==> config.mk <==
export PLATFORM = sky130hd
export DESIGN_NAME = mean_sched
export DESIGN_NICKNAME = d
export VERILOG_FILES = /design/src/rtl/mean_pkg.sv /design/src/rtl/mean_rr_arb.sv /design/src/rtl/mean_sched.sv
export SDC_FILE = /design/constraint.sdc
export NUM_CORES = 2
export LEC_CHECK = 0
export CAP_MARGIN = 10
export CELL_PAD_IN_SITES_DETAIL_PLACEMENT = 1
export CELL_PAD_IN_SITES_GLOBAL_PLACEMENT = 2
export CORE_ASPECT_RATIO = 1.4
export CORE_MARGIN = 2
export CORE_UTILIZATION = 54
export CTS_CLUSTER_SIZE = 12
export DETAILED_ROUTE_END_ITERATION = 8
export PLACE_DENSITY_LB_ADDON = 0.1
export SLEW_MARGIN = 25
export SYNTH_ARGS = -nofsm -noshare
export SYNTH_HDL_FRONTEND = slang
export SYNTH_HIERARCHICAL = 1
export SYNTH_MEMORY_MAX_BITS = 65536
export SYNTH_SLANG_ARGS = --single-unit
==> constraint.sdc <==
create_clock -name clk -period 30.9 [get_ports clk]
set_input_delay 9.27 -clock clk [delete_from_list [all_inputs] [get_ports clk]]
set_output_delay 9.27 -clock clk [all_outputs]
set_load 0.01 [all_outputs]
==> src/rtl/mean_pkg.sv <==
// rtl/mean_pkg.sv - shared constants and types for the mean_sched slice
package mean_pkg;

  localparam int NCH_DEF      = 4;
  localparam int DW_DEF       = 8;
  localparam int LOG2_WIN_DEF = 7;
  localparam int WIN_DEF      = 1 << LOG2_WIN_DEF;

  // Running-sum width: WIN samples of DW bits never exceed this
  localparam int SUM_W = DW_DEF + LOG2_WIN_DEF;

  typedef logic [$clog2(NCH_DEF)-1:0] ch_t;

endpackage

==> src/rtl/mean_rr_arb.sv <==
// rtl/mean_rr_arb.sv - round-robin one-hot arbiter with pointer advance on acceptance
module mean_rr_arb #(
  parameter int N = 4
) (
  input  logic         clk,
  input  logic         rst,
  input  logic [N-1:0] req,
  input  logic         advance,
  output logic [N-1:0] gnt
);

  localparam int IW = $clog2(N);

  logic [IW-1:0] last_q;
  logic [IW-1:0] win_idx;

  // Search from the channel after the last grant; scanning backwards lets the nearest requester overwrite farther ones
  always_comb begin
    gnt     = '0;
    win_idx = last_q;
    for (int i = N; i >= 1; i--) begin
      if (req[(int'(last_q) + i) % N]) begin
        gnt                            = '0;
        gnt[(int'(last_q) + i) % N]    = 1'b1;
        win_idx                        = IW'((int'(last_q) + i) % N);
      end
    end
  end

  // Priority pointer moves only when the offered grant was actually taken; reset gives channel 0 first priority
  always_ff @(posedge clk) begin
    if (rst) begin
      last_q <= IW'(N - 1);
    end else if (advance) begin
      last_q <= win_idx;
    end
  end

endmodule

==> src/rtl/mean_sched.sv <==
// rtl/mean_sched.sv - shared-datapath multi-channel moving-average scheduler (option: MEAN_SCHED_ROUND_EN)
module mean_sched
  import mean_pkg::*;
#(
  parameter int NCH      = NCH_DEF,
  parameter int WIN      = WIN_DEF,
  parameter int DW       = DW_DEF,
  parameter int LOG2_WIN = LOG2_WIN_DEF
) (
  input  logic                   clk,
  input  logic                   rst,
  input  logic [NCH-1:0]         in_valid,
  input  logic [NCH*DW-1:0]      in_data,
  output logic [NCH-1:0]         in_ready,
  output logic                   out_valid,
  output logic [$clog2(NCH)-1:0] out_ch,
  output logic [DW-1:0]          out_data,
  output logic                   out_full
);

  localparam int CW    = $clog2(NCH);
  localparam int ACC_W = DW + LOG2_WIN;
  localparam int CNT_W = LOG2_WIN + 1;
  localparam logic [CNT_W-1:0] WIN_CNT = CNT_W'(WIN);

  // The shift-based mean is only exact when the window is a power of two
  generate
    if (WIN != (1 << LOG2_WIN)) begin : g_bad_win
      $error("mean_sched: WIN must equal 2**LOG2_WIN");
    end
  endgenerate

  // Per-channel window state
  logic [DW-1:0]       win_buf [NCH][WIN];
  logic [LOG2_WIN-1:0] wptr_q  [NCH];
  logic [CNT_W-1:0]    cnt_q   [NCH];
  logic [ACC_W-1:0]    sum_q   [NCH];

  // Shared datapath signals for the granted channel
  logic              accept;
  logic [CW-1:0]     sel;
  logic [DW-1:0]     x;
  logic [DW-1:0]     old;
  logic [ACC_W-1:0]  cur_sum;
  logic [ACC_W-1:0]  nsum;
  logic              full;
  logic [DW-1:0]     mean;

  mean_rr_arb #(
    .N (NCH)
  ) u_arb (
    .clk     (clk),
    .rst     (rst),
    .req     (in_valid),
    .advance (accept),
    .gnt     (in_ready)
  );

  assign accept = |(in_valid & in_ready);

  // One-hot mux of the granted channel's state, then the shared sum update; the evicted sample only counts once the window is full
  always_comb begin
    sel     = '0;
    x       = '0;
    old     = '0;
    cur_sum = '0;
    full    = 1'b0;
    for (int c = 0; c < NCH; c++) begin
      if (in_ready[c]) begin
        sel     = CW'(c);
        x       = in_data[c*DW +: DW];
        cur_sum = sum_q[c];
        full    = (cnt_q[c] == WIN_CNT);
        old     = full ? win_buf[c][wptr_q[c]] : '0;
      end
    end
    nsum = cur_sum + ACC_W'(x) - ACC_W'(old);
  end

`ifdef MEAN_SCHED_ROUND_EN
  localparam logic [ACC_W:0] HALF = (ACC_W + 1)'(1) << (LOG2_WIN - 1);
  logic [ACC_W:0] rsum;

  // Round half up with one guard bit, clamping the rare carry past DW bits
  always_comb begin
    rsum = {1'b0, nsum} + HALF;
    mean = rsum[ACC_W] ? '1 : rsum[ACC_W-1 -: DW];
  end
`else
  // Truncating mean: drop the LOG2_WIN fraction bits
  always_comb begin
    mean = nsum[ACC_W-1 -: DW];
  end
`endif

  // Sum, write pointer and fill counter of the granted channel only; other channels hold
  always_ff @(posedge clk) begin
    for (int c = 0; c < NCH; c++) begin
      if (rst) begin
        sum_q[c]  <= '0;
        wptr_q[c] <= '0;
        cnt_q[c]  <= '0;
      end else if (accept && in_ready[c]) begin
        sum_q[c]  <= nsum;
        wptr_q[c] <= wptr_q[c] + 1'b1;
        if (cnt_q[c] != WIN_CNT) begin
          cnt_q[c] <= cnt_q[c] + 1'b1;
        end
      end
    end
  end

  // Sample storage; no reset needed since the fill counter gates every read
  always_ff @(posedge clk) begin
    if (!rst && accept) begin
      win_buf[sel][wptr_q[sel]] <= x;
    end
  end

  // Result register: one strobe per accepted sample, fields held between results
  always_ff @(posedge clk) begin
    if (rst) begin
      out_valid <= 1'b0;
      out_ch    <= '0;
      out_data  <= '0;
      out_full  <= 1'b0;
    end else begin
      out_valid <= accept;
      if (accept) begin
        out_ch   <= sel;
        out_data <= mean;
        out_full <= full;
      end
    end
  end

endmodule

==> metrics.md <==
| Metric | Value |
|---|---|
| Status | `finished clean` |
| Crit path arrival time | `12.37 ns` |
| DRT iter0 DRCs | `8816` |
| Hold path depth | `2` |
| Routing usage on met3 | `0.0491` |
| Top post-synthesis cells by count | `edfxtp_1 (4216), mux4_2 (996), nor2_1 (731)` |
| Worst hold endpoint | `out_full` |
| VDD IR-drop max | `290 µV` |
| Via-per-instance ratio | `6.64` |
| Worst slew pin tran | `1.23 ns` |
| Clock Skew | `0.0406 ns` |
| Tmin final | `21.64 ns` |
| Placed Area | `171000 µm²` |
| Slew Viols, Final | `0` |
| Simple-gate share of the synthesized area | `0.0343` |
| Slowest library cell on the worst path | `o21ai_2` |
| GPL Wtd Cong | `0.861` |
| R2R Path Start | `wptr_q[3][0]` |
| TritonRoute pass-1 iters | `6` |
| Post-Synth Adder-Cell Area | `0.00330` |
| Core area | `306000 µm²` |
| Vias in the first global route | `86900` |
| Port buffer count | `53` |
| Initial Util | `0.543` |
| Met2 usage | `0.505` |
| CTS Root Cell | `clkbuf_16` |
| Cell Pwr Density | `115 nW/µm²` |
| Most used routing layer | `met2` |
| Max-cap violations | `0` |
| Design Area, Final | `183000 µm²` |
| Die height | `660 µm` |
| I/O pin count | `54` |
| CTS resizes | `0` |
| Most frequent cell after synthesis | `edfxtp_1` |
| Post-synthesis register bit count | `4230` |
| Gr ovfl total | `0` |
| Initial antenna violation count | `24` |
| Crit-path cells | `clkdlybuf4s50_1 > mux4_2 > nor2b_2 > a221oi_1 > o21ai_2 > clkdlybuf4s50_1` |
| Fillers | `25200` |
| Sequential share of the synthesized area | `0.764` |
| First-pass GRT wire length | `664000 µm` |
| Crit-path max cell delay | `0.85 ns` |
| H-Tree Depth | `5` |
| Setup CP Type | `in -> out` |
| Reg2reg end | `out_data[7]` |
| Combinational family with the most area after synthesis | `multiplexers` |
| # nets final | `8353` |
| Register-to-Register Path Depth | `19` |
| Critical path peak fanout | `14` |
| Post-Synth XOR/XNOR Area | `0.00269` |
| Final WL | `467000 µm` |
| Final Hold Vio Count | `0` |
| CTS Sinks | `4230` |
| Top cell type's share of synthesized area | `0.762` |
| WL/cell | `37.5 µm` |
| Antenna-violating nets left | `0` |
| Cell accounting for the most synthesized area | `edfxtp_1` |
| EDFF count, synth | `4216` |
| Clock transition at the registers of the reported paths | `0.06 ns` |
| Tightest Hold Check Type | `reg -> reg` |
| FP Rows | `240` |
| Post-route setup TNS | `0 ns` |
| Pin count of the biggest net entering global routing | `216` |
| Syn_nets | `8163` |
| CP startpoint kind | `primary input` |
| CP required | `21.63 ns` |
| Post-Syn Area per Cell | `20.5 µm²` |
| Die Width | `473 µm` |
| Synth top area cells | `edfxtp_1 (76%), mux4_2 (14%), nor2_1 (1.7%)` |
| Reg2Reg Setup Slack | `21.46 ns` |
| M1 GR Usage | `0.396` |
| DRC | `0` |
| CTS buffer count | `412` |
| Achievable frequency | `0.0462 GHz` |
| Post-CTS Setup Bufs | `0` |
| Max-slew headroom | `0.176` |
| Hpwl dp | `292000 µm` |
| Final setup fails | `0` |
| Netlist cell types | `81` |
| HP Start | `out_full` |
| Multi-input logic area | `37200 µm²` |
| Setup crit end kind | `output pin` |
| Ys Warns | `6` |
| Share of layout cells above drive strength 1 | `0.206` |
| Post-synthesis mux area share | `0.149` |
| Via Count | `82800` |
| Post-Syn Instances | `8086` |
| Reg area | `127000 µm²` |
| Clk Latency, worst-skew pair | `0.94 ns` |
| Gr usage total | `0.302` |
| CTS Hold Buffers Added | `0` |
| Tcrit/Tclk final | `0.700` |
| Die area | `312000 µm²` |
| Synthesized cell area | `166000 µm²` |
| Synth-to-Final Area Change | `10.2%` |
| Longest Clk Path Bufs | `4` |
| RSZ-0062 raised after global routing | `false` |
| Critical path's most frequent cell | `clkdlybuf4s50_1` |
| Compound-cell area share of the yosys netlist | `0.0327` |
| Static leakage | `56.1 nW` |
| TritonCTS clock tree | `yes` |
| Asr flop ratio synth | `0` |
| Ys flop type | `edfxtp_1` |
[kinds of logic (layout without fill, tap and decap cells)]
group,Yosys count,count (layout)
flip-flops,4230,4230
AND/OR/NAND/NOR,1307,1307
multiplexers,1222,1222
AO/OA/AOI/OAI,728,728
buffers and inverters,509,870
XOR/XNOR,51,51
adder cells (fa/ha/maj),39,39
other,0,18
[stage by stage]
stage / hold slack, ns / total power, mW / utilization / setup WS [ns] / std cells
after floorplan: 0.476 / 14.1 / - / 9.25 / 8086
after global placement: 0.483 / 16.4 / 0.560 / 9.32 / 11800
after detailed placement: 0.491 / 16.7 / 0.561 / 9.29 / 11800
after CTS: 0.508 / 21.1 / 0.598 / 9.28 / 12400
after global routing: 0.526 / 21.8 / 0.599 / 9.18 / 12400
final: 0.501 / 21.1 / 0.599 / 9.26 / 12500
[registers in the layout, indices dropped and copies added (netlist names)]
signal,cells
win_buf,4096
out_data,8
out_valid,1
cnt_q,32
out_ch,2
sum_q,60
wptr_q,28
u_arb/last_q,2
out_full,1
[where the power goes]
part           leakage, nW  internal [mW]  total [mW]  switching (mW)
Combinational         12.1           2.19        7.96            5.77
Sequential            38.5           8.51        8.61          0.0961
Clock                 5.53           2.47        4.51            2.04
[per-layer routing]
metal | wire [µm] | up-vias
li1 | - | 33800
met1 | 177000 | 44800
met2 | 237000 | 3387
met3 | 31400 | 744
met4 | 21500 | 6
met5 | 46 | -
[final cells by class]
type	count	area share
well taps	3993	0.0273
clock inverters	70	0.00279
repair buffers	242	0.0128
diodes	18	0.000246
clock buffers	515	0.0593
multi-input cells	3347	0.203
flip-flops and latches	4230	0.693
inverters	43	0.000964
[worst max-delay path: cells and delay by family]
family / cells / cell delay (ns)
AO/OA/AOI/OAI: 2 / 0.97
buffers and inverters: 2 / 1.24
AND/OR/NAND/NOR: 1 / 0.24
multiplexers: 1 / 0.63
[placed cells by master, fill, tap and decap left out, types with 89 or more instances in the layout]
master	count
edfxtp_1	4216
mux4_2	996
nor2_1	708
clkbuf_16	418
nand2_1	224
mux2i_1	214
a22oi_1	185
buf_4	156
a221oi_1	105
clkbuf_1	95
nand3_1	91
a22o_1	89
[how the worst max path moves through the flow]
| stage | start | depth (start not counted) | endpoint | slack, ns |
|---|---|---|---|---|
| finish | in_valid[1] | 6 | in_ready[0] | 9.26 |
| CTS | in_valid[1] | 6 | in_ready[0] | 9.28 |
| global placement | in_valid[1] | 6 | in_ready[0] | 9.32 |
| floorplan | in_valid[1] | 18 | out_data[7] | 9.25 |
| global route | in_valid[1] | 6 | in_ready[0] | 9.18 |
| detailed placement | in_valid[1] | 6 | in_ready[0] | 9.29 |
No activity file was read; power rests on OpenSTA's default activity.
